[config.mk]
export PLATFORM = sky130hd
export DESIGN_NAME = jump_ctrl
export DESIGN_NICKNAME = d
export VERILOG_FILES = /design/src/rtl/jump_ctrl.sv
export SDC_FILE = /design/constraint.sdc
export NUM_CORES = 1
export LEC_CHECK = 0
export ABC_AREA = 0
export CORE_ASPECT_RATIO = 0.6
export CORE_MARGIN = 5
export CORE_UTILIZATION = 52
export DETAILED_ROUTE_END_ITERATION = 8
export PLACE_DENSITY = 0.73
export SLEW_MARGIN = 25
export SYNTH_ARGS = -nofsm -noshare
export SYNTH_HDL_FRONTEND = slang
export SYNTH_SLANG_ARGS = --single-unit
[constraint.sdc]
create_clock -name clk -period 1.6 [get_ports clk]
set_input_delay 0.24 -clock clk [delete_from_list [all_inputs] [get_ports clk]]
set_output_delay 0.24 -clock clk [all_outputs]
set_load 0.01 [all_outputs]
[src/rtl/jump_ctrl.sv]
// ============================================================================
// Module   : jump_ctrl
// Function : Button synchronizer, step-rate debouncer, edge detector and a
//            bounded-duration jump FSM with cooldown and a saturating jump count.
//            Optional macro JUMP_RETRIGGER_EN lets a press restart a jump.
// Revision : 1.0
// ============================================================================
`default_nettype none

module jump_ctrl #(
    parameter int DEBOUNCE_CYC   = 4,
    parameter int JUMP_TICKS     = 40,
    parameter int COOLDOWN_TICKS = 10
) (
    input  logic       clk,
    input  logic       rst_n,
    input  logic       step_en,
    input  logic       game_en,
    input  logic       btn,
    output logic       jump,
    output logic [1:0] state,
    output logic [7:0] jump_count
);

    localparam logic [1:0] c_idle     = 2'd0;
    localparam logic [1:0] c_ascend   = 2'd1;
    localparam logic [1:0] c_cooldown = 2'd2;

    localparam logic [9:0] c_db_last  = 10'(DEBOUNCE_CYC - 1);
    localparam logic [9:0] c_jump     = 10'(JUMP_TICKS);
    localparam logic [9:0] c_cool     = 10'(COOLDOWN_TICKS);

    logic       sync1_q, sync1_d, sync2_q, sync2_d;
    logic [9:0] db_cnt_q, db_cnt_d;
    logic       btn_db_q, btn_db_d, btn_db_dly_q, btn_db_dly_d;
    logic       press_q, press_d;
    logic [1:0] state_q, state_d;
    logic [9:0] tcnt_q, tcnt_d;
    logic       jump_q, jump_d;
    logic [7:0] jump_count_q, jump_count_d;
    logic       press_go;

    always_ff @(posedge clk or negedge rst_n) begin
        if (!rst_n) begin
            sync1_q      <= 1'b0;
            sync2_q      <= 1'b0;
            db_cnt_q     <= '0;
            btn_db_q     <= 1'b0;
            btn_db_dly_q <= 1'b0;
            press_q      <= 1'b0;
            state_q      <= c_idle;
            tcnt_q       <= '0;
            jump_q       <= 1'b0;
            jump_count_q <= '0;
        end else begin
            sync1_q      <= sync1_d;
            sync2_q      <= sync2_d;
            db_cnt_q     <= db_cnt_d;
            btn_db_q     <= btn_db_d;
            btn_db_dly_q <= btn_db_dly_d;
            press_q      <= press_d;
            state_q      <= state_d;
            tcnt_q       <= tcnt_d;
            jump_q       <= jump_d;
            jump_count_q <= jump_count_d;
        end
    end

    // Front end: synchronizer, debouncer (counts disagreeing strobes), edge detect
    always_comb begin
        sync1_d      = btn;
        sync2_d      = sync1_q;
        db_cnt_d     = db_cnt_q;
        btn_db_d     = btn_db_q;
        if (sync2_q == btn_db_q) begin
            db_cnt_d = '0;
        end else if (step_en) begin
            if (db_cnt_q == c_db_last) begin
                btn_db_d = sync2_q;
                db_cnt_d = '0;
            end else begin
                db_cnt_d = db_cnt_q + 10'd1;
            end
        end
        btn_db_dly_d = btn_db_q;
        press_d      = btn_db_q & ~btn_db_dly_q;
    end

`ifdef JUMP_RETRIGGER_EN
    assign press_go = press_q;
`else
    assign press_go = press_q & (state_q == c_idle);
`endif

    // Next-state: a loaded press wins over the step on the same cycle
    always_comb begin
        state_d      = state_q;
        tcnt_d       = tcnt_q;
        jump_count_d = jump_count_q;
        if (!game_en) begin
            state_d      = c_idle;
            tcnt_d       = '0;
            jump_count_d = '0;
        end else if (press_go) begin
            state_d = c_ascend;
            tcnt_d  = c_jump;
            if (jump_count_q != 8'hFF) begin
                jump_count_d = jump_count_q + 8'd1;
            end
        end else begin
            case (state_q)
                c_idle: ;
                c_ascend: begin
                    if (step_en) begin
                        tcnt_d = tcnt_q - 10'd1;
                        if (tcnt_q == 10'd1) begin
                            if (c_cool != 10'd0) begin
                                state_d = c_cooldown;
                                tcnt_d  = c_cool;
                            end else begin
                                state_d = c_idle;
                            end
                        end
                    end
                end
                c_cooldown: begin
                    if (step_en) begin
                        tcnt_d = tcnt_q - 10'd1;
                        if (tcnt_q == 10'd1) begin
                            state_d = c_idle;
                        end
                    end
                end
                default: begin
                    state_d = c_idle;
                    tcnt_d  = '0;
                end
            endcase
        end
    end

    always_comb begin
        jump_d = (state_d == c_ascend);
    end

    assign jump       = jump_q;
    assign state      = state_q;
    assign jump_count = jump_count_q;

endmodule

`default_nettype wire

==> qor.csv, run 1 <==
metric,value,unit
synthTopCellsByCount,"36 x dfrtp_1, 15 x nand2_1, 15 x nand3_1, 13 x a21oi_1, 13 x o21ai_0",
combPwrFrac,0.485,
setup_violations,10,
cp_top_family,simple AND/OR/NAND/NOR gates,
max_stage_delay,0.40,ns
syn_to_final_growth,44.1,%
wl_per_cell,18.0,um
clk_pin_slew,0.07,ns
cts.root.buffer_cell,clkbuf_8,
max_freq,599,MHz
clkLatencyLatePin,0.29,ns
dp_hpwl,3.89,mm
worst-path-max-fanout,5,
synth_xor_area_frac,0.0216,
grt_start_max_net_pins,37,
io_pins,16,
worstReg2RegStart,tcnt_q[1],
critPathBufInv,1,
yosys.area.top_type_share,0.444,
post-route-period-util,1.04,
synth.area.top_cells,"dfrtp_1 44%, ha_1 5.5%, nand3_1 3.7%",
yosys.area_share.simple,0.262,
violations,setup timing,
critical_path_required,1.77,ns
preCtsSetupSlack,-0.324,ns
first_global_vias,1887,
synth_compound_area_frac,0.186,
max-slew-margin-rel,0.663,
finalHoldViolations,0,
hold_buffers,0,
clock_path_buffers,2,
internal_power,2.29,mW
synth-warning-count,0,
crit_arrival,1.84,ns
die_area,5290,um^2
end_kind,flop,
grt_pass1_wl,9.16,mm
slowest_stage,dfrtp_1,
std_cell_rows,17,
route.detailed.drc,0,
io_buffers,15,
worst_pin_slew,0.502,ns
power,3.69,mW
path_cells,"inv_2, ha_4, nor4b_4, and4b_2, nor4b_2, a211o_1",
ant_nets,0,
synthMuxAreaShare,0.00555,
setup_slack,-0.0687,ns
pwr-share-clk,0.167,
synthDistinctLibCells,53,
antennaDiodeCount,0,
pwr-share-seq,0.349,
gp_congestion,0.860,
clkSinkCount,36,
synthArstFlopShare,1.00,
vias_per_cell,6.09,
syn_area_per_cell,9.80,um^2
die-height,58.4,um
core,3720,um^2
dr.pass1.iters,4,
syn_area,2030,um^2
syn_nets,221,
yosysTopAreaCell,dfrtp_1,
cts_buffers,5,
die_x,90.7,um
hold_slack,0.331,ns
yosysSeqAreaShare,0.444,
synth-adder-area-share,0.0555,
synthMostInstantiatedCell,dfrtp_1,
overflow,0,
powerDensity,1260,nW/um^2
layout.nets,290,
synth-edff-count,0,
cap_violations,0,
timing.rr.end,tcnt_q[2],
syn_inst,207,
min_path_type,in -> async,
fin_skew,0.00828,ns
r2r_cells,6,
rsz0062_at_grt,true,
drt_wl_total,5.81,mm
vias,1967,
ys_seq_elements,36,
peakVddDrop,876,uV
drtIter0Drc,138,
initial_core_util,0.545,
r2r_slack,-0.07,ns
swShare,0.378,
slew_violations,0,
track_usage,0.214,
cts_tree,built,
power.leakage,1.33,nW
drive_gt1_frac,0.370,
outcome,"complete, but fails checks",
synth_ff_type,dfrtp_1,
critical_path_class,reg -> reg,
htreeDepth,2,
setup_tns,-0.258,ns
fin_crit,1.67,ns
switching_power,1.40,mW
fill_cells,234,
antenna_found_initial,0,
startpoint_type,flop,
synth_top_family_by_area,simple AND/OR/NAND/NOR gates,
-- area by class of cell --
| cell class | count | area [um^2] | share of cell area |
|---|---|---|---|
| Clock buffer | 6 | 72.6 | 0.0248 |
| Clock inverter | 1 | 5.00 | 0.00171 |
| Inverter | 9 | 38.8 | 0.0133 |
| Multi-Input combinational cell | 160 | 1300 | 0.445 |
| Sequential cell | 36 | 906 | 0.310 |
| Tap cell | 47 | 58.8 | 0.0201 |
| Timing Repair Buffer | 64 | 543 | 0.186 |
-- power groups by stage --
stage / combinational (mW) / clock [mW] / sequential, mW
floorplan: 0.823 / 0 / 1.28
global placement: 1.42 / 0 / 1.25
detailed placement: 1.47 / 0 / 1.27
CTS: 1.61 / 0.613 / 1.28
global route: 1.93 / 0.651 / 1.31
finish: 1.79 / 0.614 / 1.29
-- cell families (layout without fill, tap and decap cells) --
kind of cell / count (synthesis) / count (layout)
flops: 36 / 36
buf+inv: 13 / 80
fa+ha+maj: 9 / 9
simple gates: 87 / 87
compound gates: 56 / 58
mux: 1 / 1
xor+xnor: 5 / 5
-- through the flow --
step	std cells	instance area, um^2	util
after detailed placement	306	2570	0.691
after global routing	323	2920	0.786
final	323	2920	0.786
after global placement	306	2570	0.691
after floorplan	207	2060	-
after CTS	318	2790	0.750
-- sequential cells by signal, summed over array words and instances, names as in the netlist --
register	count
state	2
sync2_q	1
jump_count	8
btn_db_dly_d	1
tcnt_q	10
btn_db_dly_q	1
sync1_q	1
db_cnt_q	10
press_q	1
jump	1
-- layer usage --
| metal | share of wire | vias up | global-route usage |
|---|---|---|---|
| met5 | 0 | - | 0 |
| met4 | 0.010 | 0 | 0.0446 |
| met3 | 0.046 | 9 | 0.0447 |
| met2 | 0.46 | 52 | 0.352 |
| met1 | 0.48 | 983 | 0.297 |
| li1 | - | 923 | - |
-- timing repair --
| action | CTS | global route |
|---|---|---|
| setup buffers | 4 | 4 |
| resized for setup | 25 | 21 |
| endpoints found under the setup margin | 21 | 27 |
| pin swaps | 12 | 14 |
| cloned | 1 | 1 |
-- layout by cell type (no fill, tap or decap), types with 3 or more instances in the layout --
| cell | instances |
|---|---|
| ha_1 | 4 |
| nand2_1 | 14 |
| nor2_1 | 10 |
| or3_1 | 6 |
| o31ai_1 | 5 |
| and4_1 | 3 |
| buf_4 | 46 |
| ha_4 | 5 |
| o21ai_0 | 11 |
| or4_1 | 3 |
| dfrtp_2 | 4 |
| dlymetal6s2s_1 | 3 |
| dfrtp_1 | 32 |
| nand2b_1 | 4 |
| inv_1 | 5 |
| a21oi_2 | 4 |
| a21oi_1 | 10 |
| clkbuf_8 | 5 |
| nand3_1 | 15 |
| nand4_1 | 5 |
| o21ai_1 | 3 |
| clkdlybuf4s50_1 | 10 |
| xor2_1 | 4 |
-- worst max path at each step --
stage                         start             to  slack (ns)  cells past startpoint
after global routing      tcnt_q[1]      tcnt_q[2]        -0.1                      6
after CTS                  state[0]      tcnt_q[4]       -0.03                      7
after global placement      game_en  jump_count[7]       -0.23                      5
after floorplan            state[0]  jump_count[5]       -0.03                      6
after detailed placement    game_en  jump_count[7]       -0.32                      5
final                     tcnt_q[1]      tcnt_q[2]       -0.07                      6
-- worst register-to-register path: stages (launching register included) --
cell and delay [ns]:
dfrtp_1 0.40, inv_2 0.08, ha_4 0.13, nor4b_4 0.24, and4b_2 0.37, nor4b_2 0.07, a211o_1 0.28
Note: power is estimated with default switching activity, not from simulation.
==> inputs of run 2 (changes only) <==
--- a/config.mk
+++ b/config.mk
@@ -7,9 +7,10 @@
 export LEC_CHECK = 0
 export ABC_AREA = 0
 export CORE_ASPECT_RATIO = 0.6
-export CORE_MARGIN = 5
+export CORE_MARGIN = 3
 export CORE_UTILIZATION = 52
 export DETAILED_ROUTE_END_ITERATION = 8
+export GPL_TIMING_DRIVEN = 0
 export PLACE_DENSITY = 0.73
 export SLEW_MARGIN = 25
 export SYNTH_ARGS = -nofsm -noshare
==> run 2 against run 1 <==
Against the previous run: clock-buffer cell count is 1 higher; non-clock buffer count down 17; clock power grew 17%; the run still ends with setup timing left; register-to-register slack worse by 0.06 ns; critical endpoint unchanged; total power is 1.1% higher.
==> qor.csv, run 2 (synthesis results as in run 1) <==
metric,value,unit,change
outcome,"complete, but fails checks",,
violations,setup timing,,
setup_violations,16,,+6
post-route-period-util,1.08,,+0.0385
startpoint,tcnt_q[1],,
min_path_type,reg -> reg,,
critical_path_required,1.79,ns,+0.02 ns
cts_tree,built,,
power,3.73,mW,+1.1%
powerDensity,1310,nW/um^2,+3.9%
dp_hpwl,3.67,mm,-5.7%
die_area,4710,um^2,-11%
antennaDiodeCount,0,,unchanged
cp-endpoint,tcnt_q[2],,
max_stage_delay,0.42,ns,+0.02 ns
cp_top_family,simple AND/OR/NAND/NOR gates,,
r2r_cells,6,,unchanged
crit_arrival,1.92,ns,+0.08 ns
finalHoldViolations,0,,unchanged
drt-met1-wl,2.50,mm,-10%
placed_area,2290,um^2,-11%
overflow,0,,unchanged
worst_pin_slew,0.397,ns,-0.105 ns
dr.pass1.iters,4,,unchanged
route.detailed.drc,0,,unchanged
syn_to_final_growth,40.2,%,
clk_pin_slew,0.07,ns,about the same
setup_slack,-0.130,ns,-0.0616 ns
mostFrequentLayoutCells,"28 x dfrtp_1, 24 x buf_4, 14 x nand3_1, 14 x nand2_1, 11 x a21oi_1",,
highest_layer,met4,,
critical_path_class,reg -> reg,,
clock_path_buffers,2,,unchanged
met2_length,2.66,mm,-1.1%
first_global_vias,1714,,-9.2%
ant_nets,0,,unchanged
timing.rr.end,tcnt_q[2],,
end_kind,flop,,
cts_buffers,5,,unchanged
worst-path-max-fanout,5,,unchanged
fin_crit,1.73,ns,+0.0616 ns
gp_congestion,0.863,,+0.30%
power.leakage,1.22,nW,-8.4%
fill_cells,183,,-22%
cts.root.buffer_cell,clkbuf_8,,
worstReg2RegStart,tcnt_q[1],,
peakVddDrop,1130,uV,+29%
antenna_found_initial,0,,unchanged
startpoint_type,flop,,
path_cells,"inv_2, ha_4, nor4b_4, and4b_2, nor4b_2, a211o_1",,
max_freq,578,MHz,-3.6%
grt_start_max_net_pins,22,,-41%
max-slew-margin-rel,0.735,,+0.0726
drtIter0Drc,120,,-13%
htreeDepth,2,,unchanged
clkSinkCount,36,,unchanged
cap_violations,0,,unchanged
wl_met3,450,um,+68%
critPathBufInv,1,,unchanged
preCtsSetupSlack,-0.411,ns,-0.0870 ns
track_usage,0.249,,+0.0354
final_cell_area,2850,um^2,-2.7%
layout.nets,271,,-6.6%
io_pins,16,,unchanged
initial_core_util,0.583,,+0.0374
grt_pass1_wl,8.67,mm,-5.3%
drt_wl_total,5.70,mm,-2.0%
hold_slack,0.361,ns,+0.0307 ns
vias_per_cell,6.34,,+4.1%
vias,1914,,-2.7%
drive_gt1_frac,0.350,,-0.0194
core,3480,um^2,-6.4%
slowest_stage,dfrtp_2,,
clkLatencyLatePin,0.30,ns,about the same
io_buffers,15,,unchanged
std_cell_rows,16,,-1
r2r_slack,-0.13,ns,-0.06 ns
slew_violations,0,,unchanged
final_common_cell,dfrtp_1,,
wl_per_cell,18.9,um,+4.9%
rsz0062_at_grt,true,,
cp_num_cells,6,,unchanged
fin_skew,0.00282,ns,-0.00546 ns
die_x,86.7,um,-4.4%
die-height,54.4,um,-6.9%
[run 2: final cells by class]
type	instances	area, um^2	share of cell area
well taps	45	56.3	0.0198
plain buffers	4	31.3	0.0110
clock buffers	7	96.3	0.0339
repair buffers	43	388	0.136
flip-flops and latches	36	911	0.320
multi-input cells	158	1320	0.465
inverters	9	38.8	0.0136
[run 2: worst min-delay path by stage]
stage / startpoint / endpoint / slack (ns) / cells after the start
2_1_floorplan: rst_n / btn_db_dly_d / -0.06 / 0
4_1_cts: sync1_q / sync2_q / 0.37 / 0
3_5_place_dp: rst_n / jump_count[0] / 0.19 / 1
6_report: sync1_q / sync2_q / 0.36 / 0
3_3_place_gp: sync1_q / sync2_q / 0.34 / 0
5_1_grt: sync1_q / sync2_q / 0.37 / 0
[run 2: repair_timing]
action                                  CTS  global route
buffers inserted                         13            13
endpoints found under the setup margin   29            31
resized for setup                        24            38
hold buffers                              1             0
cloned                                    0             1
pin swaps                                 9            12
endpoints found under the hold margin    15             0
[run 2: per-layer routing]
layer	global-route usage	vias to the layer above
met1	0.351	943
li1	-	881
met2	0.378	82
met5	0	-
met4	0.104	0
met3	0.0526	8
[run 2: metrics by stage]
step / cells / TNS, ns / util
2_1_floorplan: 207 / -0.115 / -
6_report: 302 / -1.18 / 0.817
4_1_cts: 289 / -0.256 / 0.744
3_5_place_dp: 268 / -7.92 / 0.658
5_1_grt: 302 / -2.10 / 0.817
3_3_place_gp: 267 / -21.70 / 0.652
[run 2: where the power goes]
| group | switching, mW | total (mW) | internal [mW] |
|---|---|---|---|
| combinational | 0.845 | 1.68 | 0.836 |
| clock | 0.333 | 0.717 | 0.383 |
| sequential | 0.246 | 1.33 | 1.08 |
==> inputs of run 3 (changes only) <==
--- a/config.mk
+++ b/config.mk
@@ -6,6 +6,7 @@
 export NUM_CORES = 1
 export LEC_CHECK = 0
 export ABC_AREA = 0
+export CAP_MARGIN = 20
 export CORE_ASPECT_RATIO = 0.6
 export CORE_MARGIN = 3
 export CORE_UTILIZATION = 52
==> results of run 3 <==
No change in the layout: final DEF, timing and power equal those of run 2.
